File: src/rtl/spi_ram_pkg.sv
// Shared definitions for the SPI RAM master: frame layout,
// command codes and FSM state encoding.
package spi_ram_pkg;

    localparam int FRAME_W = 10;
    localparam int DATA_W  = 8;

    localparam logic [1:0] CMD_WR_ADDR = 2'b00;
    localparam logic [1:0] CMD_WR_DATA = 2'b01;
    localparam logic [1:0] CMD_RD_ADDR = 2'b10;
    localparam logic [1:0] CMD_RD_DATA = 2'b11;

    localparam logic [2:0] ST_IDLE  = 3'd0;
    localparam logic [2:0] ST_PRE   = 3'd1;
    localparam logic [2:0] ST_SHIFT = 3'd2;
    localparam logic [2:0] ST_TURN  = 3'd3;
    localparam logic [2:0] ST_RECV  = 3'd4;
    localparam logic [2:0] ST_GAP   = 3'd5;

    function automatic logic [FRAME_W-1:0] mk_frame(
        input logic [1:0]        cmd,
        input logic [DATA_W-1:0] payload
    );
        return {cmd, payload};
    endfunction

endpackage

File: src/rtl/spi_shift_reg.sv
// Serializer / deserializer for the SPI RAM master.
// Ports:
//   clk, rst            clock, synchronous active-high reset
//   load_i, frame_i     parallel load of a 10-bit frame
//   shift_en_i          advance the serializer by one bit
//   tx_bit_o            current MSB of the serializer
//   sample_en_i         shift rx_bit_i into the deserializer
//   rx_bit_i            serial input (MISO)
//   rx_byte_o           stored bits plus the bit being sampled now
module spi_shift_reg
    import spi_ram_pkg::*;
(
    input  logic               clk,
    input  logic               rst,
    input  logic               load_i,
    input  logic [FRAME_W-1:0] frame_i,
    input  logic               shift_en_i,
    output logic               tx_bit_o,
    input  logic               sample_en_i,
    input  logic               rx_bit_i,
    output logic [DATA_W-1:0]  rx_byte_o
);

    logic [FRAME_W-1:0] tx_q, tx_d;
    // Only 7 bits are stored: the 8th arrives on the capture edge
    // itself and is appended combinationally in rx_byte_o.
    logic [DATA_W-2:0]  rx_q, rx_d;

    always_comb begin
        tx_d = tx_q;
        if (load_i) begin
            tx_d = frame_i;
        end else if (shift_en_i) begin
            tx_d = {tx_q[FRAME_W-2:0], 1'b0};
        end
        rx_d = rx_q;
        if (sample_en_i) begin
            rx_d = {rx_q[DATA_W-3:0], rx_bit_i};
        end
    end

    always_ff @(posedge clk) begin
        if (rst) begin
            tx_q <= '0;
            rx_q <= '0;
        end else begin
            tx_q <= tx_d;
            rx_q <= rx_d;
        end
    end

    assign tx_bit_o  = tx_q[FRAME_W-1];
    assign rx_byte_o = {rx_q, rx_bit_i};

endmodule

File: src/rtl/spi_ram_master.sv
// SPI master turning host read/write requests into address and
// data frames for the SPI-slave RAM wrapper; SPI runs on clk.
// Ports:
//   clk, rst                     clock, synchronous active-high reset
//   req_valid/req_ready          host request handshake
//   req_wr, req_addr, req_wdata  request fields (captured at accept)
//   rsp_valid, rsp_rdata         read response pulse / held read byte
//   busy                         transaction in progress
//   SS_n, MOSI, MISO             SPI bus
module spi_ram_master
    import spi_ram_pkg::*;
#(
    parameter int PRE_CYC = 2,
    parameter int RD_LAT  = 1,
    parameter int GAP_CYC = 1
) (
    input  logic              clk,
    input  logic              rst,
    input  logic              req_valid,
    output logic              req_ready,
    input  logic              req_wr,
    input  logic [DATA_W-1:0] req_addr,
    input  logic [DATA_W-1:0] req_wdata,
    output logic              rsp_valid,
    output logic [DATA_W-1:0] rsp_rdata,
    output logic              busy,
    output logic              SS_n,
    output logic              MOSI,
    input  logic              MISO
);

    localparam logic [3:0] PRE_LD  = 4'(PRE_CYC - 1);
    localparam logic [3:0] BIT_LD  = 4'(FRAME_W - 1);
    localparam logic [3:0] TURN_LD = 4'(RD_LAT - 1);
    localparam logic [3:0] RECV_LD = 4'(DATA_W - 1);
    localparam logic [3:0] GAP_LD  = 4'(GAP_CYC - 1);

    logic [2:0]        state_q, state_d;
    logic [3:0]        cnt_q, cnt_d;
    logic              second_q, second_d;
    logic              wr_q, wr_d;
    logic [DATA_W-1:0] wdata_q, wdata_d;
    logic              ss_n_q, ss_n_d;
    logic              mosi_q, mosi_d;
    logic              rsp_valid_q, rsp_valid_d;
    logic [DATA_W-1:0] rsp_rdata_q, rsp_rdata_d;

    logic               load;
    logic               shift_en;
    logic               sample_en;
    logic [FRAME_W-1:0] load_frame;
    logic [FRAME_W-1:0] first_frame;
    logic [FRAME_W-1:0] second_frame;
    logic               tx_bit;
    logic [DATA_W-1:0]  rx_byte;

    // The address frame is built from the live request because it
    // must be loaded on the accepting edge itself.
    assign first_frame = mk_frame(req_wr ? CMD_WR_ADDR : CMD_RD_ADDR,
                                  req_addr);
    assign second_frame = mk_frame(wr_q ? CMD_WR_DATA : CMD_RD_DATA,
                                   wr_q ? wdata_q : '0);

    spi_shift_reg u_shift (
        .clk         (clk),
        .rst         (rst),
        .load_i      (load),
        .frame_i     (load_frame),
        .shift_en_i  (shift_en),
        .tx_bit_o    (tx_bit),
        .sample_en_i (sample_en),
        .rx_bit_i    (MISO),
        .rx_byte_o   (rx_byte)
    );

    always_comb begin
        state_d     = state_q;
        cnt_d       = cnt_q;
        second_d    = second_q;
        wr_d        = wr_q;
        wdata_d     = wdata_q;
        ss_n_d      = ss_n_q;
        mosi_d      = mosi_q;
        rsp_valid_d = 1'b0;
        rsp_rdata_d = rsp_rdata_q;
        load        = 1'b0;
        load_frame  = first_frame;
        shift_en    = 1'b0;
        sample_en   = 1'b0;
        unique case (state_q)
            ST_IDLE: begin
                if (req_valid) begin
                    wr_d     = req_wr;
                    wdata_d  = req_wdata;
                    second_d = 1'b0;
                    load     = 1'b1;
                    ss_n_d   = 1'b0;
                    mosi_d   = first_frame[FRAME_W-1];
                    cnt_d    = PRE_LD;
                    state_d  = ST_PRE;
                end
            end
            ST_PRE: begin
                if (cnt_q == 4'd0) begin
                    // MSB goes out again for the first shift cycle.
                    mosi_d   = tx_bit;
                    shift_en = 1'b1;
                    cnt_d    = BIT_LD;
                    state_d  = ST_SHIFT;
                end else begin
                    cnt_d = cnt_q - 4'd1;
                end
            end
            ST_SHIFT: begin
                if (cnt_q == 4'd0) begin
                    mosi_d = 1'b0;
                    if (second_q && !wr_q) begin
                        if (RD_LAT == 0) begin
                            cnt_d   = RECV_LD;
                            state_d = ST_RECV;
                        end else begin
                            cnt_d   = TURN_LD;
                            state_d = ST_TURN;
                        end
                    end else begin
                        ss_n_d  = 1'b1;
                        cnt_d   = GAP_LD;
                        state_d = ST_GAP;
                    end
                end else begin
                    mosi_d   = tx_bit;
                    shift_en = 1'b1;
                    cnt_d    = cnt_q - 4'd1;
                end
            end
            ST_TURN: begin
                if (cnt_q == 4'd0) begin
                    cnt_d   = RECV_LD;
                    state_d = ST_RECV;
                end else begin
                    cnt_d = cnt_q - 4'd1;
                end
            end
            ST_RECV: begin
                sample_en = 1'b1;
                if (cnt_q == 4'd0) begin
                    rsp_valid_d = 1'b1;
                    rsp_rdata_d = rx_byte;
                    ss_n_d      = 1'b1;
                    cnt_d       = GAP_LD;
                    state_d     = ST_GAP;
                end else begin
                    cnt_d = cnt_q - 4'd1;
                end
            end
            ST_GAP: begin
                if (cnt_q == 4'd0) begin
                    if (second_q) begin
                        state_d = ST_IDLE;
                    end else begin
                        second_d   = 1'b1;
                        load       = 1'b1;
                        load_frame = second_frame;
                        ss_n_d     = 1'b0;
                        mosi_d     = second_frame[FRAME_W-1];
                        cnt_d      = PRE_LD;
                        state_d    = ST_PRE;
                    end
                end else begin
                    cnt_d = cnt_q - 4'd1;
                end
            end
            default: begin
                ss_n_d  = 1'b1;
                mosi_d  = 1'b0;
                state_d = ST_IDLE;
            end
        endcase
    end

    always_ff @(posedge clk) begin
        if (rst) begin
            state_q     <= ST_IDLE;
            cnt_q       <= '0;
            second_q    <= 1'b0;
            wr_q        <= 1'b0;
            wdata_q     <= '0;
            ss_n_q      <= 1'b1;
            mosi_q      <= 1'b0;
            rsp_valid_q <= 1'b0;
            rsp_rdata_q <= '0;
        end else begin
            state_q     <= state_d;
            cnt_q       <= cnt_d;
            second_q    <= second_d;
            wr_q        <= wr_d;
            wdata_q     <= wdata_d;
            ss_n_q      <= ss_n_d;
            mosi_q      <= mosi_d;
            rsp_valid_q <= rsp_valid_d;
            rsp_rdata_q <= rsp_rdata_d;
        end
    end

    assign req_ready = (state_q == ST_IDLE);
    assign busy      = (state_q != ST_IDLE);
    assign SS_n      = ss_n_q;
    assign MOSI      = mosi_q;
    assign rsp_valid = rsp_valid_q;
    assign rsp_rdata = rsp_rdata_q;

endmodule

File: config.mk
export PLATFORM = sky130hd
export DESIGN_NAME = spi_ram_master
export DESIGN_NICKNAME = d
export VERILOG_FILES = /design/src/rtl/spi_ram_pkg.sv /design/src/rtl/spi_shift_reg.sv /design/src/rtl/spi_ram_master.sv
export SDC_FILE = /design/constraint.sdc
export NUM_CORES = 1
export LEC_CHECK = 0
export CAP_MARGIN = 40
export CORE_MARGIN = 2
export CORE_UTILIZATION = 49
export CTS_CLUSTER_DIAMETER = 30
export DETAILED_ROUTE_END_ITERATION = 16
export PLACE_DENSITY = 0.75
export SYNTH_ARGS = -nofsm -noshare
export SYNTH_HDL_FRONTEND = slang
export SYNTH_SLANG_ARGS = --single-unit
File: constraint.sdc
create_clock -name clk -period 2.4 [get_ports clk]
set_input_delay 0.48 -clock clk [delete_from_list [all_inputs] [get_ports clk]]
set_output_delay 0.48 -clock clk [all_outputs]
set_load 0.01 [all_outputs]
* Word-level counts from Yosys, hierarchy flattened
Cells that the tools add are included.
Storage, ports and cells: flip-flop bits (word level) 45, bits of input ports 21, output and inout port bits 13, logic and storage cells 94
Operators by class: add/subtract/negate cells 1, equal/unequal tests 14, muxes and demuxes 46, bitwise gates (word level) 3, reduce and logical (&&, ||, !) cells 19
Operators with widths (number):
- $mux 10 | 5
- $mux 4 | 6
- $mux 3 | 7
- $pmux 4 s5 | 1
- $mux 1 | 18
- $pmux 3 s6 | 1
- $ne 2x2->1 const B | 8
- $pmux 1 s5 | 2
- $mux 8 | 1
- $reduce_or 2->1 | 4
- $reduce_and 7->1 | 1
- $eq 3x2->1 const B | 2
- $eq 3x3->1 const B | 2
- $pmux 1 s2 | 3
- $reduce_and 3->1 | 2
- $reduce_and 6->1 | 1
- $reduce_and 5->1 | 1
- $reduce_bool 5->1 | 1
- $logic_not 4->1 | 1
- $mux 2 | 2
- $reduce_and 2->1 | 2
- $reduce_bool 2->1 | 2
- $sub 4x1->4 const B | 1
- $eq 3x1->1 const B | 1
- 6 further kinds | 8

* Depth between registers and ports, before layout
Gate-level depths: netlist of the first run.
depth in word-level cells 5, gate-level depth with buffers 8, mapped depth without buffers 6

* Hierarchy
From an unflattened synthesis of the first run, not the netlist that was laid out.
Second synthesis, totals: cells, all modules 273, area, all modules 2224.6 µm²
By module, submodules not included:
- spi_ram_master | instances 1, cells an instance 205, area an instance 1512.7 µm², seq. area each 560.5 µm²
- spi_shift_reg | instances 1, cells an instance 68, area an instance 711.9 µm², seq. area each 340.3 µm²

* Worst setup path after synthesis of the first run
No wires, ideal clock.
kind flip-flop to flip-flop, from register cnt_q[0], to register u_shift.tx_q[1], setup time 0.066 ns, arrival time 1.730 ns, data required time 2.334 ns, setup slack 0.604 ns, cell stages (with the launch flop) 9, path buffers 2, clock period less this slack 1.796 ns, cell sequence dfxtp_1 inv_1 ha_1 nand4bb_1 buf_6 or3_4 buf_6 mux2_4 a21oi_2
Between the ends: longest elaborated chain between the ends 4, elaborated cells between the ends (all ways) 10, those cells by class 8 x mux; 2 x reduce/logical
Ends and longest elaborated chain:
- start: declaration | RTL line spi_ram_master.sv:39 | logic [3:0] cnt_q, cnt_d;
- start signal: assignment | RTL line spi_ram_master.sv:194 | cnt_q <= cnt_d;
- $logic_not 4->1 * | RTL line spi_ram_master.sv:104, spi_ram_master.sv:115, spi_ram_master.sv:157
- $mux 1 (tied with other cells) | RTL line spi_ram_master.sv:157 | if (cnt_q == 4'd0) begin
- $pmux 1 s2 / $mux 10 (equally long branches) | RTL line spi_ram_master.sv:90 | unique case (state_q)
- $mux 10 / $reduce_bool 2->1 (equally long branches)
- end signal: assignment | RTL line spi_shift_reg.sv:47 | tx_q <= tx_d;
- end: declaration | RTL line spi_shift_reg.sv:24 | logic [FRAME_W-1:0] tx_q, tx_d;
Every way passes the cells marked *; elsewhere a longest branch is shown, timed or not. A chain may end at the register's enable or synchronous reset.

* Worst setup path after layout of the first run
from register state_q[2], to output busy
Between the ends: longest elaborated chain between the ends 1
Ends and longest elaborated chain:
- start: declaration | RTL line spi_ram_master.sv:38 | logic [2:0] state_q, state_d;
- start signal: assignment | RTL line spi_ram_master.sv:193 | state_q <= state_d;
- $reduce_bool 3->1 | RTL line spi_ram_master.sv:206 | assign busy = (state_q != ST_IDLE);
- end: declaration | RTL line spi_ram_master.sv:26 | output logic busy,
Every way passes these cells.

==> results of run 1 <==
-- metrics by stage --
stage | util [%] | setup slack (ns) | hold slack [ns] | total power [mW]
2_1_floorplan | - | 0.604 | 0.431 | 2.25
3_3_place_gp | 60.4 | 0.297 | 0.444 | 2.66
3_5_place_dp | 60.4 | 0.228 | 0.450 | 2.71
4_1_cts | 62.4 | 0.145 | 0.465 | 3.17
5_1_grt | 62.4 | 0.0310 | 0.483 | 3.41
6_report | 62.4 | 0.144 | 0.459 | 3.17
-- registers in the layout, summed over array words and instances (netlist names) --
signal and flops:
u_shift.tx_q 10, rsp_rdata 8, wdata_q 8, u_shift.rx_q 7, cnt_q 4, state_q 3
MOSI 1, SS_n 1, rsp_valid 1, second_q 1, wr_q 1
-- worst max-delay path by stage --
| stage | endpoint | slack (ns) |
|---|---|---|
| finish | busy | 0.14 |
| global placement | u_shift.tx_q[9] | 0.30 |
| global route | busy | 0.03 |
| detailed placement | u_shift.tx_q[9] | 0.23 |
| CTS | busy | 0.15 |
| floorplan | u_shift.tx_q[1] | 0.60 |
-- logic make-up (layout without fill, tap and decap cells) --
group | after synthesis | count (layout)
compound gates | 83 | 83
xor+xnor | 1 | 1
fa+ha+maj | 2 | 2
buf+inv | 32 | 63
flops | 45 | 45
mux | 11 | 11
simple gates | 106 | 106
-- power by group through the flow --
stage / combinational (mW) / clock, mW / sequential, mW
final: 1.61 / 0.459 / 1.10
after global routing: 1.78 / 0.498 / 1.13
after CTS: 1.60 / 0.470 / 1.09
after detailed placement: 1.60 / 0 / 1.11
after global placement: 1.56 / 0 / 1.10
after floorplan: 1.23 / 0 / 1.02
-- synthesized netlist by cell type, types with 2 or more instances --
cell,count
o41ai_1,6
a21oi_2,5
clkbuf_1,11
nor2_1,9
mux2i_1,5
a221oi_1,2
nor3_1,8
a31oi_1,3
ha_1,2
or4_1,2
inv_1,11
dfxtp_1,45
buf_2,5
a311oi_1,2
o32ai_1,2
and3_1,2
nor3b_2,2
buf_1,3
o21ai_0,11
buf_6,2
mux2_4,5
o21bai_1,2
nand2b_1,8
nand2_1,54
a21oi_1,38
o211ai_1,2
nand3_1,9
-- worst register-to-register path, delay by kind of cell (launching register included) --
family / cells / cell delay (ns)
simple gates: 3 / 1.24
flops: 1 / 0.63
compound gates: 1 / 0.12
-- cell type report --
| class | instances | area, um2 | area share [%] |
|---|---|---|---|
| inverters | 11 | 41.3 | 1.50 |
| clock inverters | 3 | 17.5 | 0.636 |
| flip-flops and latches | 45 | 901 | 32.7 |
| clock buffers | 5 | 68.8 | 2.50 |
| multi-input cells | 203 | 1230 | 44.8 |
| repair buffers | 44 | 425 | 15.5 |
| well taps | 52 | 65.1 | 2.36 |
-- routing by layer --
layer  wire length (um)  part of all wire, %  global-route usage, %
met5                  0                    0                      0
met4                 91                  1.7                   9.22
met3                187                  3.5                   3.47
met2               2400                   45                   33.7
met1               2630                   50                   30.5
==> flow_summary.toml, run 1 <==
[cells_and_area]
fin_nets = 333
fin_cells = 363
drive_above_1_share_pct = 12.2
nFillCells = 410
layout_commonest_cell = "nand2_1"
final_cell_mix = "nand2_1 (54), dfxtp_1 (45), a21oi_1 (38), clkdlybuf4s50_1 (33)"
syn2layout_area_growth_pct = 21.5
antenna_cells = 0
final_cell_area_um2 = 2750

[clocking]
postCtsHoldBufs = 0
cts_made_buffers = 5
postCtsSetupBuffers = 0
htreeDepth = 2
worstSkewPairLatency_ns = 0.29
path_clk_slew_ns = 0.09
cts_num_sinks = 45
cts.path.max_buffers = 2
cts_tree = "yes"
cts_resized = 0
cts-root-buf = "clkbuf_8"

[power_and_ir_drop]
power_switching_mw = 1.32
internal-power_mw = 1.84
swShare_pct = 41.8
p_seq_share_pct = 34.7
leakagePower_nw = 0.987
irDropWorstVdd_v = 0.000518
power_per_cell_area_nw_per_um2 = 1150
p_comb_share_pct = 50.8
pwr-share-clk_pct = 14.5

[route]
ant_nets = 0
wl_per_cell_um = 14.6
drc = 0
wl_mm = 5.30
drt-initial-drc-count = 178
vias_per_cell = 5.84
dr.pass1.iters = 5
vias = 2121

[yosys]
synthSimpleGateAreaFrac_pct = 23.1
syn_nets = 303
yosys-mux-area-fraction_pct = 6.02
synth-xor-area-share_pct = 0.387
synth-seq-area-share_pct = 39.8
synthAdderAreaFrac_pct = 1.10
synth_top_family_by_area = "compound AO/OA/AOI/OAI gates"
ys.flop_type = "dfxtp_1"
synth-compound-area-share_pct = 23.4
async_flop_share_pct = 0
synth_top_area_share_pct = 39.8
syn-cell-area_um2 = 2260
synth_enable_flop_cells = 0
synth_top_area_cell = "dfxtp_1"
yosys-top-cells-area = "dfxtp_1 (40%), nand2_1 (9.0%), a21oi_1 (8.4%)"
synth_cell_types = 51
avgSynthCellArea_um2 = 8.09
synthCells = 280
ys_ff_latch = 45
yosysWarnings = 0

[timing]
fin_setup_tns_ns = 0
final-hold-violation-count = 0
grt_setup_unrepaired = "false"
max-slew-margin-rel_pct = 59.0
tightestPinTransition_ns = 0.614
min_period_ns = 2.26
min_period_over_period_pct = 94.0
max_freq_ghz = 0.443
maxSlewViolCount = 0
finalClockSkew_ns = 0.00473
setup_violations = 0

[critical_path]
r2r_slack_ns = 0.30
crit_start = "state_q[2]"
slowest_delay_ns = 0.72
worstSetupPathType = "flip-flop to output pin"
required_ns = 1.92
path_cells = "nor3_1 > inv_1 > clkdlybuf4s50_1"
r2r-start = "state_q[0]"
path_buf_inv = 2
worstRegToRegCells = 4
arrival_ns = 1.78
rr_endpoint = "u_shift.tx_q[9]"
path_delay_family = "flip-flops"
path_depth = 3
cp_slowest_cell = "dfxtp_1"
start_kind = "flip-flop"
critPathMaxFanout = 19
endpoint_kind = "output pin"

[global_routing]
grt_max_degree = 36
antenna_found_initial = 0
grtUsageTotal_pct = 21.9
overflow = 0
grt_pass1_vias = 2012
grt_pass1_wl_mm = 9.09

[place]
routabilityCongestion = 0.817
io_buffers = 33
dpl_cell_area_um2 = 2670
place_inst = 355
hpwl_mm = 3.66

[die]
die_y_um = 72.0
chipWidth_um = 72.0
start_util_pct = 51.3
rows = 24
ios = 34
fp.dieArea_um2 = 5180
core_um2 = 4410

[hold_path]
holdPathStages = 2
hold_class = "flip-flop to flip-flop"
worstHoldStart = "rsp_rdata[2]"
hold_end = "rsp_rdata[2]"

[flow_run]
drv_cap = 0

[run_status]
outcome = "completed"
(Power assumes the default switching activity.)
==> run 2: changes to the inputs <==
Settings changed: CORE_ASPECT_RATIO from default to 0.6.
==> run 2 against run 1 <==
Net effect:
- critical path depth grew 3
- via count hardly changed
- highest routed layer unchanged
- power is 1.2% higher
- register-to-register slack worse by 0.02 ns
- first-iteration DRC count rose by 17%
- combinational power is 4% higher
- global-route usage down 0.63 points
==> flow_summary.toml, run 2 (synthesis results as in run 1) <==
[route]
wl_mm = 5.37
dr.pass1.iters = 5
drt-initial-drc-count = 208
vias_per_cell = 5.64
drc = 0
wl_per_cell_um = 14.3
ant_nets = 0
vias = 2119

[clocking]
htreeDepth = 2
postCtsSetupBuffers = 0
worstSkewPairLatency_ns = 0.30
postCtsHoldBufs = 0
cts_made_buffers = 5
cts_num_sinks = 45
path_clk_slew_ns = 0.09
cts.path.max_buffers = 2
cts_resized = 0
cts_tree = "yes"
cts-root-buf = "clkbuf_8"

[die]
rows = 19
fp.dieArea_um2 = 5200
ios = 34
chipWidth_um = 91.8
die_y_um = 56.7
start_util_pct = 50.1
core_um2 = 4520

[power_and_ir_drop]
leakagePower_nw = 1.00
finalPower_mw = 3.21
irDropWorstVdd_v = 0.000446
power_per_cell_area_nw_per_um2 = 1150

[timing]
setup_violations = 0
finalClockSkew_ns = 0.0134
setup_ws_ns = 0.281
maxSlewViolCount = 0
grt_setup_unrepaired = "false"
min_period_ns = 2.12
min_period_over_period_pct = 88.3
fin_setup_tns_ns = 0
max-slew-margin-rel_pct = 53.7
max_freq_ghz = 0.472
tightestPinTransition_ns = 0.691
final-hold-violation-count = 0

[global_routing]
grtUsageTotal_pct = 21.2
overflow = 0
grt_max_degree = 33
grt_pass1_vias = 1826
antenna_found_initial = 0
grt_pass1_wl_mm = 8.87

[place]
hpwl_mm = 3.84
io_buffers = 33
pre_cts_ws_ns = 0.224
routabilityCongestion = 0.870
dpl_cell_area_um2 = 2700

[run_status]
outcome = "completed"

[cells_and_area]
final_cell_area_um2 = 2790
largest_register_ffs = 10
regMostFlops = "u_shift.tx_q"
antenna_cells = 0
syn2layout_area_growth_pct = 23.0
fin_nets = 336
layout_commonest_cell = "nand2_1"
drive_above_1_share_pct = 12.8
final_cell_mix = "nand2_1 (54), dfxtp_1 (45), a21oi_1 (38), clkdlybuf4s50_1 (33), buf_4 (13)"

[critical_path]
arrival_ns = 2.29
endpoint_kind = "flip-flop"
required_ns = 2.57
start_kind = "flip-flop"
worstSetupPathType = "flip-flop to flip-flop"
critPathMaxFanout = 10

[hold_path]
hold_class = "flip-flop to flip-flop"

[flow_run]
drv_cap = 0
-- run 2: cell types whose count changed in the layout (fill, tap and decap cells not counted) --
cell        change
buf_4           +3
clkinvlp_4      -1
inv_6           +1
clkinv_2        -1
-- run 2: area by class of cell --
cell class                      instances  area [um2]
Tap cell                               63        78.8
Multi-Input combinational cell        203        1230
Timing Repair Buffer                   47         448
Sequential cell                        45         901
Clock inverter                          2        13.8
Clock buffer                            5        68.8
Inverter                               11        41.3
Fill cell                             405        1730
-- run 2: worst paths after layout --
kind                 from         endpoint  slack, ns  cells after the start
min          rsp_rdata[7]     rsp_rdata[7]       0.46                      2
min reg2reg  rsp_rdata[7]     rsp_rdata[7]       0.46                      2
max reg2reg      cnt_q[0]  u_shift.tx_q[9]       0.28                      6
max              cnt_q[0]  u_shift.tx_q[9]       0.28                      6
-- run 2: metal layers --
| metal | routed length (um) | GRT usage, % |
|---|---|---|
| met5 | 0 | 0 |
| met4 | 27 | 3.84 |
| met1 | 2890 | 35.4 |
| met3 | 333 | 4.83 |
| met2 | 2110 | 27.0 |
-- run 2: worst max-delay path: stages (launching register included) --
cell	delay, ns
dfxtp_1	0.36
inv_1	0.08
ha_1	0.24
nor3b_2	0.20
nor3_2	0.58
or3_1	0.41
a31oi_1	0.13
-- run 2: metrics by stage --
stage	instances	utilization, %	hold slack (ns)
floorplan	280	-	0.431
global placement	369	59.8	0.443
detailed placement	369	59.8	0.449
CTS	376	61.7	0.460
global route	376	61.7	0.473
finish	376	61.7	0.455
-- run 2: power by group --
part	leakage (nW)	switching, mW	total (mW)	internal, mW
Clock	0.0444	0.263	0.464	0.202
Combinational	0.590	0.904	1.67	0.761
Sequential	0.367	0.164	1.08	0.914
Total	1.00	1.33	3.21	1.88
